**src/rtl/axi_chk_pkg.sv**
```systemverilog
`default_nettype none
// ============================================================================
// Module      : axi_chk_pkg
// Description : Shared error codes, response constants and helpers for the
//               AXI protocol checker.
// Revision    : 1.0 - initial release
// ============================================================================
package axi_chk_pkg;

    typedef enum logic [3:0] {
        ERR_NONE   = 4'd0,
        ERR_RRESP  = 4'd1,
        ERR_BRESP  = 4'd2,
        ERR_RUNEXP = 4'd3,
        ERR_BUNEXP = 4'd4,
        ERR_ROVF   = 4'd5,
        ERR_WOVF   = 4'd6,
        ERR_RTO    = 4'd7,
        ERR_WTO    = 4'd8,
        ERR_ARSTB  = 4'd9,
        ERR_AWSTB  = 4'd10,
        ERR_WSTB   = 4'd11
    } err_code_e;

    localparam logic [1:0] c_resp_slverr = 2'd2;
    localparam logic [1:0] c_resp_decerr = 2'd3;

    // Lowest set code in a raise vector; bit 0 is never a code.
    function automatic logic [3:0] lowest_code(input logic [11:0] vec);
        logic [3:0] code;
        code = 4'd0;
        for (int i = 11; i >= 1; i--) begin
            if (vec[i]) code = 4'(i);
        end
        return code;
    endfunction

endpackage
`default_nettype wire

```
**src/rtl/axi_chk_if.sv**
```systemverilog
`default_nettype none
// ============================================================================
// Module      : axiif
// Description : AXI address/response handshake bundle with master, slave and
//               passive monitor views.
// Revision    : 1.0 - initial release
// ============================================================================
interface axiif #(
    parameter int AW   = 32,
    parameter int IDW  = 8,
    parameter int LENW = 8
);
    logic            arvalid, arready;
    logic [AW-1:0]   araddr;
    logic [IDW-1:0]  arid;
    logic [LENW-1:0] arlen;
    logic            rvalid, rready, rlast;
    logic [IDW-1:0]  rid;
    logic [1:0]      rresp;
    logic            awvalid, awready;
    logic [AW-1:0]   awaddr;
    logic [IDW-1:0]  awid;
    logic [LENW-1:0] awlen;
    logic            wvalid, wready, wlast;
    logic [IDW-1:0]  wid;
    logic            bvalid, bready;
    logic [IDW-1:0]  bid;
    logic [1:0]      bresp;

    modport master (
        output arvalid, araddr, arid, arlen, rready,
               awvalid, awaddr, awid, awlen, wvalid, wid, wlast, bready,
        input  arready, rvalid, rid, rresp, rlast, awready, wready,
               bvalid, bid, bresp
    );

    modport slave (
        input  arvalid, araddr, arid, arlen, rready,
               awvalid, awaddr, awid, awlen, wvalid, wid, wlast, bready,
        output arready, rvalid, rid, rresp, rlast, awready, wready,
               bvalid, bid, bresp
    );

    modport mon (
        input arvalid, arready, araddr, arid, arlen,
              rvalid, rready, rid, rresp, rlast,
              awvalid, awready, awaddr, awid, awlen,
              wvalid, wready, wid, wlast,
              bvalid, bready, bid, bresp
    );
endinterface
`default_nettype wire

```
**src/rtl/axi_chk_chan.sv**
```systemverilog
`default_nettype none
// ============================================================================
// Module      : axi_chk_chan
// Description : One direction of the checker: outstanding count, timeout and
//               SLVERR/DECERR counters, plus the per-cycle error flags.
// Revision    : 1.0 - initial release
// ============================================================================
module axi_chk_chan
    import axi_chk_pkg::*;
#(
    parameter int OSW  = 4,
    parameter int CNTW = 16,
    parameter int TOW  = 16
) (
    input  wire logic            clk,
    input  wire logic            resetn,
    input  wire logic            i_clr,
    input  wire logic            i_en,
    input  wire logic            i_req,
    input  wire logic            i_cmp,
    input  wire logic            i_beat,
    input  wire logic [1:0]      i_resp,
    input  wire logic [TOW-1:0]  i_cfg_timeout,
    output logic      [OSW-1:0]  o_outstanding,
    output logic      [CNTW-1:0] o_slverr_cnt,
    output logic      [CNTW-1:0] o_decerr_cnt,
    output logic                 o_flag_resp,
    output logic                 o_flag_unexp,
    output logic                 o_flag_ovf,
    output logic                 o_flag_to
);
    localparam logic [OSW-1:0]  c_os_max  = '1;
    localparam logic [CNTW-1:0] c_cnt_max = '1;

    logic [OSW-1:0]  r_os, w_os_nxt;
    logic [TOW-1:0]  r_tcnt, w_t_base, w_t_nxt;
    logic [TOW:0]    w_t_inc;
    logic [CNTW-1:0] r_slv, r_dec, w_slv_base, w_dec_base;
    logic            w_os_empty, w_os_full, w_slv_hit, w_dec_hit, w_t_run, w_t_hit;

    assign w_os_empty = (r_os == '0);
    assign w_os_full  = (r_os == c_os_max);

    // Simultaneous issue and completion cancel out.
    always_comb begin
        w_os_nxt = r_os;
        if (i_req && !i_cmp && !w_os_full)
            w_os_nxt = r_os + 1'b1;
        else if (i_cmp && !i_req && !w_os_empty)
            w_os_nxt = r_os - 1'b1;
    end

    assign w_slv_hit  = i_en & i_beat & (i_resp == c_resp_slverr);
    assign w_dec_hit  = i_en & i_beat & (i_resp == c_resp_decerr);
    assign w_slv_base = i_clr ? '0 : r_slv;
    assign w_dec_base = i_clr ? '0 : r_dec;

    // Timeout reloads 0 on expiry so a stalled bus re-flags every period.
    assign w_t_base = i_clr ? '0 : r_tcnt;
    assign w_t_inc  = {1'b0, w_t_base} + 1'b1;
    assign w_t_run  = !w_os_empty && !i_cmp && (i_cfg_timeout != '0);
    assign w_t_hit  = w_t_run && (w_t_inc >= {1'b0, i_cfg_timeout});
    assign w_t_nxt  = (!w_t_run || w_t_hit) ? '0 : w_t_inc[TOW-1:0];

    always_ff @(posedge clk or negedge resetn) begin
        if (!resetn) begin
            r_os   <= '0;
            r_tcnt <= '0;
            r_slv  <= '0;
            r_dec  <= '0;
        end else begin
            r_os   <= w_os_nxt;
            r_tcnt <= w_t_nxt;
            r_slv  <= (w_slv_hit && w_slv_base != c_cnt_max) ? w_slv_base + 1'b1 : w_slv_base;
            r_dec  <= (w_dec_hit && w_dec_base != c_cnt_max) ? w_dec_base + 1'b1 : w_dec_base;
        end
    end

    assign o_outstanding = r_os;
    assign o_slverr_cnt  = r_slv;
    assign o_decerr_cnt  = r_dec;
    assign o_flag_resp   = w_slv_hit | w_dec_hit;
    assign o_flag_unexp  = i_en & i_cmp & w_os_empty;
    assign o_flag_ovf    = i_en & i_req & w_os_full;
    assign o_flag_to     = i_en & w_t_hit;

endmodule
`default_nettype wire

```
**src/rtl/axi_chk_mon.sv**
```systemverilog
`default_nettype none
// ============================================================================
// Module      : axi_chk_mon
// Description : Passive AXI protocol/error checker with counters, sticky
//               error bitmap, first-error record and maskable interrupt.
// Revision    : 1.0 - initial release
// ============================================================================
module axi_chk_mon
    import axi_chk_pkg::*;
#(
    parameter int AW   = 32,
    parameter int IDW  = 8,
    parameter int LENW = 8,
    parameter int CNTW = 16,
    parameter int OSW  = 4,
    parameter int TOW  = 16
) (
    input  wire logic            clk,
    input  wire logic            resetn,
    axiif.mon                    aximon,
    input  wire logic            cfg_en,
    input  wire logic [TOW-1:0]  cfg_timeout,
    input  wire logic [11:0]     cfg_irqmask,
    input  wire logic            clr,
    output logic      [OSW-1:0]  rd_outstanding,
    output logic      [OSW-1:0]  wr_outstanding,
    output logic      [CNTW-1:0] rd_slverr_cnt,
    output logic      [CNTW-1:0] rd_decerr_cnt,
    output logic      [CNTW-1:0] wr_slverr_cnt,
    output logic      [CNTW-1:0] wr_decerr_cnt,
    output logic      [11:0]     err_vec,
    output logic      [3:0]      first_code,
    output logic      [IDW-1:0]  first_id,
    output logic      [AW-1:0]   first_addr,
    output logic                 irq
);
    if (AW < 1 || IDW < 1 || LENW < 1) begin : g_bad_param
        $error("axi_chk_mon: bus widths must be positive");
    end

    logic w_ar, w_aw, w_rbeat, w_rl, w_b;
    logic w_rd_resp, w_rd_unexp, w_rd_ovf, w_rd_to;
    logic w_wr_resp, w_wr_unexp, w_wr_ovf, w_wr_to;
    logic [11:0]    w_raise, r_err_vec;
    err_code_e      w_code;
    logic [IDW-1:0] w_sel_id, r_first_id;
    logic [AW-1:0]  w_sel_addr, r_first_addr, r_araddr, r_awaddr;
    logic [3:0]     r_first_code;
    logic           r_ar_stall, r_aw_stall, r_w_stall, r_irq;

    assign w_ar    = aximon.arvalid & aximon.arready;
    assign w_aw    = aximon.awvalid & aximon.awready;
    assign w_rbeat = aximon.rvalid & aximon.rready;
    assign w_rl    = w_rbeat & aximon.rlast;
    assign w_b     = aximon.bvalid & aximon.bready;

    axi_chk_chan #(.OSW(OSW), .CNTW(CNTW), .TOW(TOW)) u_rd (
        .clk(clk), .resetn(resetn), .i_clr(clr), .i_en(cfg_en),
        .i_req(w_ar), .i_cmp(w_rl), .i_beat(w_rbeat), .i_resp(aximon.rresp),
        .i_cfg_timeout(cfg_timeout), .o_outstanding(rd_outstanding),
        .o_slverr_cnt(rd_slverr_cnt), .o_decerr_cnt(rd_decerr_cnt),
        .o_flag_resp(w_rd_resp), .o_flag_unexp(w_rd_unexp),
        .o_flag_ovf(w_rd_ovf), .o_flag_to(w_rd_to)
    );

    axi_chk_chan #(.OSW(OSW), .CNTW(CNTW), .TOW(TOW)) u_wr (
        .clk(clk), .resetn(resetn), .i_clr(clr), .i_en(cfg_en),
        .i_req(w_aw), .i_cmp(w_b), .i_beat(w_b), .i_resp(aximon.bresp),
        .i_cfg_timeout(cfg_timeout), .o_outstanding(wr_outstanding),
        .o_slverr_cnt(wr_slverr_cnt), .o_decerr_cnt(wr_decerr_cnt),
        .o_flag_resp(w_wr_resp), .o_flag_unexp(w_wr_unexp),
        .o_flag_ovf(w_wr_ovf), .o_flag_to(w_wr_to)
    );

    always_comb begin
        w_raise             = '0;
        w_raise[ERR_RRESP]  = w_rd_resp;
        w_raise[ERR_BRESP]  = w_wr_resp;
        w_raise[ERR_RUNEXP] = w_rd_unexp;
        w_raise[ERR_BUNEXP] = w_wr_unexp;
        w_raise[ERR_ROVF]   = w_rd_ovf;
        w_raise[ERR_WOVF]   = w_wr_ovf;
        w_raise[ERR_RTO]    = w_rd_to;
        w_raise[ERR_WTO]    = w_wr_to;
        w_raise[ERR_ARSTB]  = cfg_en & r_ar_stall & ~aximon.arvalid;
        w_raise[ERR_AWSTB]  = cfg_en & r_aw_stall & ~aximon.awvalid;
        w_raise[ERR_WSTB]   = cfg_en & r_w_stall  & ~aximon.wvalid;
    end

    assign w_code = err_code_e'(lowest_code(w_raise));

    // Read-side codes report the read ID/address; everything else the write side.
    always_comb begin
        w_sel_id   = '0;
        w_sel_addr = '0;
        case (w_code)
            ERR_NONE: ;
            ERR_RRESP, ERR_RUNEXP, ERR_ROVF, ERR_RTO, ERR_ARSTB: begin
                w_sel_id   = aximon.rid;
                w_sel_addr = r_araddr;
            end
            ERR_WSTB: begin
                w_sel_id   = aximon.wid;
                w_sel_addr = r_awaddr;
            end
            default: begin
                w_sel_id   = aximon.bid;
                w_sel_addr = r_awaddr;
            end
        endcase
    end

    always_ff @(posedge clk or negedge resetn) begin
        if (!resetn) begin
            r_araddr     <= '0;
            r_awaddr     <= '0;
            r_ar_stall   <= 1'b0;
            r_aw_stall   <= 1'b0;
            r_w_stall    <= 1'b0;
            r_err_vec    <= '0;
            r_first_code <= '0;
            r_first_id   <= '0;
            r_first_addr <= '0;
            r_irq        <= 1'b0;
        end else begin
            if (w_ar) r_araddr <= aximon.araddr;
            if (w_aw) r_awaddr <= aximon.awaddr;
            r_ar_stall <= aximon.arvalid & ~aximon.arready;
            r_aw_stall <= aximon.awvalid & ~aximon.awready;
            r_w_stall  <= aximon.wvalid & ~aximon.wready;
            r_err_vec  <= (clr ? 12'd0 : r_err_vec) | w_raise;
            if (clr || r_first_code == 4'd0) begin
                r_first_code <= w_code;
                r_first_id   <= w_sel_id;
                r_first_addr <= w_sel_addr;
            end
            r_irq <= |(r_err_vec & cfg_irqmask);
        end
    end

    assign err_vec    = r_err_vec;
    assign first_code = r_first_code;
    assign first_id   = r_first_id;
    assign first_addr = r_first_addr;
    assign irq        = r_irq;

endmodule
`default_nettype wire

```
**src/flat_wrapper.sv**
```systemverilog
// flat-port wrapper written by rule: the top's interface ports become plain ports
module axi_chk_mon_flat import axi_chk_pkg::*;
#(
    parameter int AW   = 32,
    parameter int IDW  = 8,
    parameter int LENW = 8,
    parameter int CNTW = 16,
    parameter int OSW  = 4,
    parameter int TOW  = 16
)
  (clk, resetn, cfg_en, cfg_timeout, cfg_irqmask, clr, rd_outstanding, wr_outstanding, rd_slverr_cnt, rd_decerr_cnt, wr_slverr_cnt, wr_decerr_cnt, err_vec, first_code, first_id, first_addr, irq, aximon_arvalid, aximon_arready, aximon_araddr, aximon_arid, aximon_arlen, aximon_rvalid, aximon_rready, aximon_rid, aximon_rresp, aximon_rlast, aximon_awvalid, aximon_awready, aximon_awaddr, aximon_awid, aximon_awlen, aximon_wvalid, aximon_wready, aximon_wid, aximon_wlast, aximon_bvalid, aximon_bready, aximon_bid, aximon_bresp);
  axiif #(.AW(AW), .IDW(IDW), .LENW(LENW)) aximon_i ();
  input  wire logic clk;
  input  wire logic resetn;
  input  wire logic cfg_en;
  input  wire logic [TOW-1:0] cfg_timeout;
  input  wire logic [11:0] cfg_irqmask;
  input  wire logic clr;
  output logic      [OSW-1:0] rd_outstanding;
  output logic      [OSW-1:0] wr_outstanding;
  output logic      [CNTW-1:0] rd_slverr_cnt;
  output logic      [CNTW-1:0] rd_decerr_cnt;
  output logic      [CNTW-1:0] wr_slverr_cnt;
  output logic      [CNTW-1:0] wr_decerr_cnt;
  output logic      [11:0] err_vec;
  output logic      [3:0] first_code;
  output logic      [IDW-1:0] first_id;
  output logic      [AW-1:0] first_addr;
  output logic irq;
  input wire logic [$bits(aximon_i.arvalid)-1:0] aximon_arvalid;
  input wire logic [$bits(aximon_i.arready)-1:0] aximon_arready;
  input wire logic [$bits(aximon_i.araddr)-1:0] aximon_araddr;
  input wire logic [$bits(aximon_i.arid)-1:0] aximon_arid;
  input wire logic [$bits(aximon_i.arlen)-1:0] aximon_arlen;
  input wire logic [$bits(aximon_i.rvalid)-1:0] aximon_rvalid;
  input wire logic [$bits(aximon_i.rready)-1:0] aximon_rready;
  input wire logic [$bits(aximon_i.rid)-1:0] aximon_rid;
  input wire logic [$bits(aximon_i.rresp)-1:0] aximon_rresp;
  input wire logic [$bits(aximon_i.rlast)-1:0] aximon_rlast;
  input wire logic [$bits(aximon_i.awvalid)-1:0] aximon_awvalid;
  input wire logic [$bits(aximon_i.awready)-1:0] aximon_awready;
  input wire logic [$bits(aximon_i.awaddr)-1:0] aximon_awaddr;
  input wire logic [$bits(aximon_i.awid)-1:0] aximon_awid;
  input wire logic [$bits(aximon_i.awlen)-1:0] aximon_awlen;
  input wire logic [$bits(aximon_i.wvalid)-1:0] aximon_wvalid;
  input wire logic [$bits(aximon_i.wready)-1:0] aximon_wready;
  input wire logic [$bits(aximon_i.wid)-1:0] aximon_wid;
  input wire logic [$bits(aximon_i.wlast)-1:0] aximon_wlast;
  input wire logic [$bits(aximon_i.bvalid)-1:0] aximon_bvalid;
  input wire logic [$bits(aximon_i.bready)-1:0] aximon_bready;
  input wire logic [$bits(aximon_i.bid)-1:0] aximon_bid;
  input wire logic [$bits(aximon_i.bresp)-1:0] aximon_bresp;
  assign aximon_i.arvalid = aximon_arvalid;
  assign aximon_i.arready = aximon_arready;
  assign aximon_i.araddr = aximon_araddr;
  assign aximon_i.arid = aximon_arid;
  assign aximon_i.arlen = aximon_arlen;
  assign aximon_i.rvalid = aximon_rvalid;
  assign aximon_i.rready = aximon_rready;
  assign aximon_i.rid = aximon_rid;
  assign aximon_i.rresp = aximon_rresp;
  assign aximon_i.rlast = aximon_rlast;
  assign aximon_i.awvalid = aximon_awvalid;
  assign aximon_i.awready = aximon_awready;
  assign aximon_i.awaddr = aximon_awaddr;
  assign aximon_i.awid = aximon_awid;
  assign aximon_i.awlen = aximon_awlen;
  assign aximon_i.wvalid = aximon_wvalid;
  assign aximon_i.wready = aximon_wready;
  assign aximon_i.wid = aximon_wid;
  assign aximon_i.wlast = aximon_wlast;
  assign aximon_i.bvalid = aximon_bvalid;
  assign aximon_i.bready = aximon_bready;
  assign aximon_i.bid = aximon_bid;
  assign aximon_i.bresp = aximon_bresp;
  axi_chk_mon #(.AW(AW), .IDW(IDW), .LENW(LENW), .CNTW(CNTW), .OSW(OSW), .TOW(TOW)) u_core (.clk(clk), .resetn(resetn), .aximon(aximon_i), .cfg_en(cfg_en), .cfg_timeout(cfg_timeout), .cfg_irqmask(cfg_irqmask), .clr(clr), .rd_outstanding(rd_outstanding), .wr_outstanding(wr_outstanding), .rd_slverr_cnt(rd_slverr_cnt), .rd_decerr_cnt(rd_decerr_cnt), .wr_slverr_cnt(wr_slverr_cnt), .wr_decerr_cnt(wr_decerr_cnt), .err_vec(err_vec), .first_code(first_code), .first_id(first_id), .first_addr(first_addr), .irq(irq));
endmodule
```
**config.mk**
```make
export PLATFORM = sky130hd
export DESIGN_NAME = axi_chk_mon_flat
export DESIGN_NICKNAME = d
export VERILOG_FILES = /design/src/rtl/axi_chk_pkg.sv /design/src/rtl/axi_chk_if.sv /design/src/rtl/axi_chk_chan.sv /design/src/rtl/axi_chk_mon.sv /design/src/flat_wrapper.sv
export SDC_FILE = /design/constraint.sdc
export NUM_CORES = 1
export LEC_CHECK = 0
export CORE_MARGIN = 1.5
export CORE_UTILIZATION = 53
export DETAILED_ROUTE_END_ITERATION = 12
export HOLD_SLACK_MARGIN = 0.12
export PLACE_DENSITY_LB_ADDON = 0.3
export SETUP_SLACK_MARGIN = 0.4
export SLEW_MARGIN = 20
export SYNTH_ARGS = -nofsm -noshare
export SYNTH_HDL_FRONTEND = slang
export SYNTH_SLANG_ARGS = --single-unit
```
**constraint.sdc**
```tcl
create_clock -name clk -period 11.6 [get_ports clk]
set_clock_uncertainty 0.05 [all_clocks]
set_input_delay 2.32 -clock clk [delete_from_list [all_inputs] [get_ports clk]]
set_output_delay 2.32 -clock clk [all_outputs]
set_load 0.01 [all_outputs]
```
Yosys cells after proc, flatten, opt, wreduce, memory -nomap -nowiden
Cells that the tools add are included.
{"block": "classes", "order_cmp": 2, "mux": 30, "n_eq_ne": 16, "bitwise_logic": 39, "n_reduce_logical": 40, "add_sub_neg": 10}
{"op": "$mux 16", "count": 12}
{"op": "$add 16x1->16 const B", "count": 4}
{"op": "$ne 16x16->1 const B", "count": 4}
{"op": "$pmux 32 s2", "count": 1}
{"op": "$mux 4", "count": 15}
{"op": "$add 16x1->17 const B", "count": 2}
{"op": "$ge 17x16->1", "count": 2}
{"op": "$and 1x1->1", "count": 29}
{"op": "$pmux 8 s3", "count": 1}
{"op": "$logic_and 1x1->1", "count": 18}
{"op": "$eq 4x4->1 const B", "count": 4}
{"op": "$logic_not 4->1", "count": 4}
{"op": "$reduce_bool 16->1", "count": 1}
{"op": "$and 12x12->12", "count": 1}
{"op": "$mux 12", "count": 1}
{"op": "$or 12x12->12", "count": 1}
{"op": "$reduce_or 12->1", "count": 1}
{"op": "$logic_not 1->1", "count": 10}
{"op": "$add 4x1->4 const B", "count": 2}
{"op": "$eq 2x2->1 const B", "count": 4}
{"op": "$eq 4x3->1 const B", "count": 2}
{"op": "$sub 4x1->4 const B", "count": 2}
{"op": "$not 1->1", "count": 6}
{"op": "$reduce_or 5->1", "count": 1}
{"op": "5 further kinds", "count": 9}
{"block": "totals", "wordCells": 155, "regBits": 228}

Logic depth before layout (Yosys ltp)
{"block": "depth", "word_depth": 17, "ltp_mapped": 24}

By module
A second synthesis with hierarchy kept.
{"block": "unflattened", "hier_cells": 1190, "hier_area_um2": 12214.2}
{"mod": "axi_chk_mon", "cells_per_inst": 448, "seq_area_each_um2": 3078.0, "area_each_um2": 5256.3, "n_inst": 1}
{"mod": "axi_chk_chan (u_core.u_rd)", "cells_per_inst": 373, "seq_area_each_um2": 1301.2, "area_each_um2": 3500.9, "n_inst": 1}
{"mod": "axi_chk_chan (u_core.u_wr)", "cells_per_inst": 369, "seq_area_each_um2": 1301.2, "area_each_um2": 3457.1, "n_inst": 1}

Least setup slack after synthesis
No wires, ideal clock.
{"block": "synth_timing", "path_type": "input port to flip-flop", "from": "input port clr", "to": "register u_core.r_first_addr[10] (netlist: u_core.first_addr[10])", "path_stages": 24, "required_ns": 11.424, "t_arrival_ns": 6.524, "setup_ns": 0.126, "slack_ns": 4.900, "cell_sequence": "buf_4 clkbuf_1 clkbuf_1 clkbuf_1 nor2b_1 ha_1 and3_1 nand3_2 nor2_1 nand2_1 xor2_1 nor2_1 ha_1 nand4_1 nor4_1 a211oi_1 a211oi_2 o221a_2 o21bai_4 nand2_2 and3_1 buf_6 buf_6 a221o_1"}
{"block": "synth_via", "elab_chain_cells": 16, "word_cells_on_any_way": 27, "classes_between": "add/sub: 2; order compare: 2; eq/ne: 5; mux: 11; bitwise: 2; reduce/logical: 5"}
{"item": "start: declaration", "line_no": "flat_wrapper.sv:18", "source": "input wire logic clr;"}
{"item": "$mux 16", "line_no": "axi_chk_chan.sv:59", "source": "assign w_t_base = i_clr ? '0 : r_tcnt;"}
{"item": "$add 16x1->17", "line_no": "axi_chk_chan.sv:60", "source": "assign w_t_inc = {1'b0, w_t_base} + 1'b1;"}
{"item": "$ge 17x16->1", "line_no": "axi_chk_chan.sv:62", "source": "assign w_t_hit = w_t_run && (w_t_inc >= {1'b0, i_cfg_timeout});"}
{"item": "$logic_and 1x1->1", "line_no": "axi_chk_chan.sv:62"}
{"item": "$and 1x1->1", "line_no": "axi_chk_chan.sv:85", "source": "assign o_flag_to = i_en & w_t_hit;"}
{"item": "$mux 4 (8 in series)", "line_no": "axi_chk_pkg.sv:33", "source": "if (vec[i]) code = 4'(i);"}
{"item": "$eq 4x1->1 (tied with other cells)", "line_no": "axi_chk_mon.sv:96", "source": "case (w_code)"}
{"item": "$reduce_or 5->1", "line_no": "axi_chk_mon.sv:96"}
{"item": "$pmux 32 s2", "line_no": "axi_chk_mon.sv:96"}
{"item": "end signal: assignment", "line_no": "axi_chk_mon.sv:135", "source": "r_first_addr <= w_sel_addr;"}
{"item": "end: declaration", "line_no": "axi_chk_mon.sv:47", "source": "logic [AW-1:0] w_sel_addr, r_first_addr, r_araddr, r_awaddr;"}
Parallel ways exist; a longest one is shown, timed or not.
A chain may end at the register's enable or synchronous reset.

Final worst setup path
{"block": "layout_timing", "from": "input port clr", "to": "register u_core.r_first_id[7] (netlist: u_core.first_id[7])"}
{"block": "layout_via", "elab_chain_cells": 16, "word_cells_on_any_way": 28, "classes_between": "add/sub: 2; order compare: 2; eq/ne: 6; mux: 11; bitwise: 2; reduce/logical: 5"}
{"item": "$mux 16", "line_no": "axi_chk_chan.sv:59"}
{"item": "$add 16x1->17", "line_no": "axi_chk_chan.sv:60"}
{"item": "$ge 17x16->1", "line_no": "axi_chk_chan.sv:62"}
{"item": "$logic_and 1x1->1", "line_no": "axi_chk_chan.sv:62"}
{"item": "$and 1x1->1", "line_no": "axi_chk_chan.sv:85"}
{"item": "$mux 4 (8 in series)", "line_no": "axi_chk_pkg.sv:33"}
{"item": "$eq 4x1->1 (tied with other cells)", "line_no": "axi_chk_mon.sv:96"}
{"item": "$reduce_or 5->1", "line_no": "axi_chk_mon.sv:96"}
{"item": "$pmux 8 s3", "line_no": "axi_chk_mon.sv:96"}
{"item": "end signal: assignment", "line_no": "axi_chk_mon.sv:134", "source": "r_first_id <= w_sel_id;"}
{"item": "end: declaration", "line_no": "axi_chk_mon.sv:46", "source": "logic [IDW-1:0] w_sel_id, r_first_id;"}
Parallel ways exist; a longest one is shown, timed or not.

==> metrics.md <==
| Metric | Value |
|---|---|
| Asr flop ratio synth | `100.0%` |
| Max-slew violations | `0` |
| Die X | `149.5 um` |
| PD cells | `around 150 nW/um^2` |
| Core area | `21,020 sq um` |
| Synth area leaders | `dfrtp_1 50%, mux2_2 6.7%, ha_1 4.6%` |
| NetSw | `0.0006162 W` |
| Status | `finished clean` |
| CTS tree | `built` |
| Top_reg_cell synth | `dfrtp_1` |
| Vias/cell | `around 5.6` |
| Slowest library cell on the worst path | `buf_4` |
| Wirelength per Cell | `18.08 um` |
| Area delta synth->final | `32.48%` |
| DR vias | `around 9,000` |
| Share of layout cells above drive strength 1 | `around a tenth` |
| Startpoint types | `input port` |
| DRT iter0 DRCs | `392` |
| Crit path capture type | `register` |
| Resized Gates After CTS | `0` |
| Flop pwr share | `42.4%` |
| I/O pin cnt | `297` |
| First-pass GRT wire length | `46.39 mm` |
| Synth warn | `0` |
| Final WL | `29.09 mm` |
| Max_slew headroom | `38.63%` |
| DRC violations left | `0` |
| Hold Path Sink | `u_core.first_addr[14]` |
| Ant diodes | `0` |
| Vias in the first global route | `9,040` |
| Switching portion of total power | `26.88%` |
| Power share of the combinational group | `between 20% and 30%` |
| Maximum root-to-sink buffer count | `3` |
| Hold-fix buffers, CTS | `0` |
| Register bit total from synthesis | `approximately 230` |
| Crit-path max FO | `67` |
| Overall Global Routing Usage | `26.28%` |
| Synthesized area per cell | `10.74 sq um` |
| Peak supply drop | `0.1382 mV` |
| Post-synth EDFFs | `0` |
| DIE AREA | `roughly 22,000 sq um` |
| Least-Margin Pin Slew | `0.9206 ns` |
| RSZ-0062 raised after global routing | `false` |
| Fin util | `between 70% and 80%` |
| Clk sink count | `approximately 230` |
| Pin count of the biggest net entering global routing | `101` |
| Max Clk Rate | `141.2 MHz` |
| Hold Crit Depth | `1` |
| Clk_lat worst skew | `between 0.5 and 0.6 ns` |
| Clk slew on worst S/H paths | `approximately 0.06 ns` |
| Port buffer count | `261` |
| WS Path Type | `input port to register` |
| Starting Density | `roughly 54%` |
| Post-DP HPWL | `between 20 and 25 mm` |
| CTS HTree Levels | `1` |
| Syn Inst Count | `1,059` |
| R2r setup slk | `6.80 ns` |
| Mapped cell area | `11,370 sq um` |
| CP peak stage delay | `roughly 0.64 ns` |
| Post-CTS setup buffers | `0` |
| Total CTS buffers | `24` |
| Critical Path AT | `7.44 ns` |
| Root Driver | `clkbuf_16` |
| Grt ovf | `0` |
| Post-synth top area cell | `dfrtp_1` |
| Die Height | `149.5 um` |
| Hold path startpoint | `u_core.r_awaddr[14]` |
| Final setup vio count | `0` |
| Worst path required time | `roughly 12 ns` |
| Final Cycle Share | `around three fifths` |
| Count leader, synth | `dfrtp_1` |
| Tmin final | `7.080 ns` |
| R2R Path End | `u_core.first_id[7]` |
| Placer Congestion | `0.8369` |
| Crit-path cells | `buf_4 -> buf_4 -> nor2b_1 -> ha_1 -> and4_1 -> nand4_1 -> nor2b_1 -> xnor2_1 -> ha_1 -> a211oi_1 -> o211ai_1 -> o41ai_1 -> a21o_1 -> nand3_1 -> nor2_1 -> a22oi_1 -> a221oi_1` |
| Cell count of the worst reg-to-reg path | `15` |
| Leakage | `6.545 nW` |
| Clock network fraction of design power | `35.7%` |
| Setup TNS | `0 ns` |
| Netlist cell types | `between 60 and 70` |
| R2r startpoint | `u_core.u_rd.r_tcnt[0]` |
| Power Internal | `0.001676 W` |
| Antenna viol nets, final | `0` |
| Endpoints failing hold | `0` |
| Site Rows | `53` |
| Commonest cells in the synthesized netlist | `227 x dfrtp_1, 94 x nor2_1, 73 x nand2_1` |
| Path type of the worst min-delay path | `register to register` |
| Register area share after synthesis | `49.94%` |
| Antenna violations before repair | `0` |
| Post-synth top area share | `49.94%` |
| Post-layout nets | `1,528` |
| First-pass detailed-route iteration total | `4` |
| Post-Syn Nets | `~1,300` |
| Max Cap Violations | `0` |
## metal layers
| layer | routed length, um | track usage, % |
|---|---|---|
| met4 | 752 | 7.475 |
| met5 | 0 | 0 |
| met3 | 1879 | 5.396 |
| met2 | 13940 | 43.43 |
| met1 | 12520 | 35.07 |
## cells in the final DEF (no fill, tap or decap), types with 33 or more instances in the layout
cell type / Yosys / layout
and2_1: 33 / 33
dfrtp_1: 227 / 227
nor2_1: 94 / 94
xnor2_1: 45 / 45
nand3_1: 47 / 47
xor2_1: 43 / 43
inv_1: 40 / 40
ha_1: 42 / 42
clkdlybuf4s50_1: 0 / 259
mux2_2: 68 / 68
nand2_1: 73 / 73
nor2b_1: 51 / 51
## flip-flops by register name, summed over array words and instances (netlist names), 8 cells and up
name,flops
u_core.r_araddr,32
u_core.first_id,8
u_core.u_wr.r_tcnt,16
u_core.err_vec,11
u_core.r_awaddr,32
u_core.u_wr.o_decerr_cnt,16
u_core.first_addr,32
u_core.u_rd.o_slverr_cnt,16
u_core.u_rd.r_tcnt,16
u_core.u_rd.o_decerr_cnt,16
u_core.u_wr.o_slverr_cnt,16
## power groups by stage
stage | Combinational (W) | Sequential (W) | Clock [W]
detailed placement | 0.000505 | 0.000982 | 0
CTS | 0.000507 | 0.000971 | 0.000835
global route | 0.000550 | 0.000987 | 0.000866
finish | 0.000502 | 0.000972 | 0.000819
floorplan | 0.000224 | 0.000995 | 0
global placement | 0.000491 | 0.000980 | 0
## how the worst max path moves through the flow
stage	endpoint	from	slack (ns)
after floorplan	u_core.first_addr[10]	clr	4.90
after global placement	u_core.first_id[3]	clr	4.08
after detailed placement	u_core.first_id[3]	clr	4.05
after CTS	u_core.first_id[7]	clr	4.56
after global routing	u_core.first_id[0]	clr	4.17
final	u_core.first_id[7]	clr	4.52
## per-stage QoR
step / total power [W] / cells / worst slack (ns) / area, sq um / hold slack, ns
floorplan: 0.001219 / 1059 / 4.900 / 11370 / 0.4231
global placement: 0.001471 / 1565 / 4.081 / 14220 / 0.4265
detailed placement: 0.001487 / 1565 / 4.052 / 14220 / 0.4345
CTS: 0.002313 / 1609 / 4.556 / 15070 / 0.4289
global route: 0.002402 / 1609 / 4.165 / 15070 / 0.4394
finish: 0.002293 / 1609 / 4.520 / 15070 / 0.4313
## area by class of cell
cell class              instances  area, sq um
multi-input cells             752         5355
well taps                     275        344.1
clock inverters                 9        147.6
repair buffers                270         2683
fillers                      1531         5954
inverters                      41        153.9
clock buffers                  35        703.2
flip-flops and latches        227         5680
## cell families after synthesis
kind of cell    Yosys count  synth area share (%)
simple gates            413                 18.88
mux                      71                 6.997
flops                   227                 49.95
compound gates          135                 9.373
other cells               1               0.03297
fa+ha+maj                44                 4.972
buf+inv                  80                 3.025
xor+xnor                 88                 6.777
## worst max-delay path: cells and delay by family
kind / cells / cell delay, ns
compound gates: 6 / 1.82
simple gates: 6 / 1.45
buf+inv: 2 / 1.01
fa+ha+maj: 2 / 0.58
xor+xnor: 1 / 0.23
No activity file was read; power rests on OpenSTA's default activity.
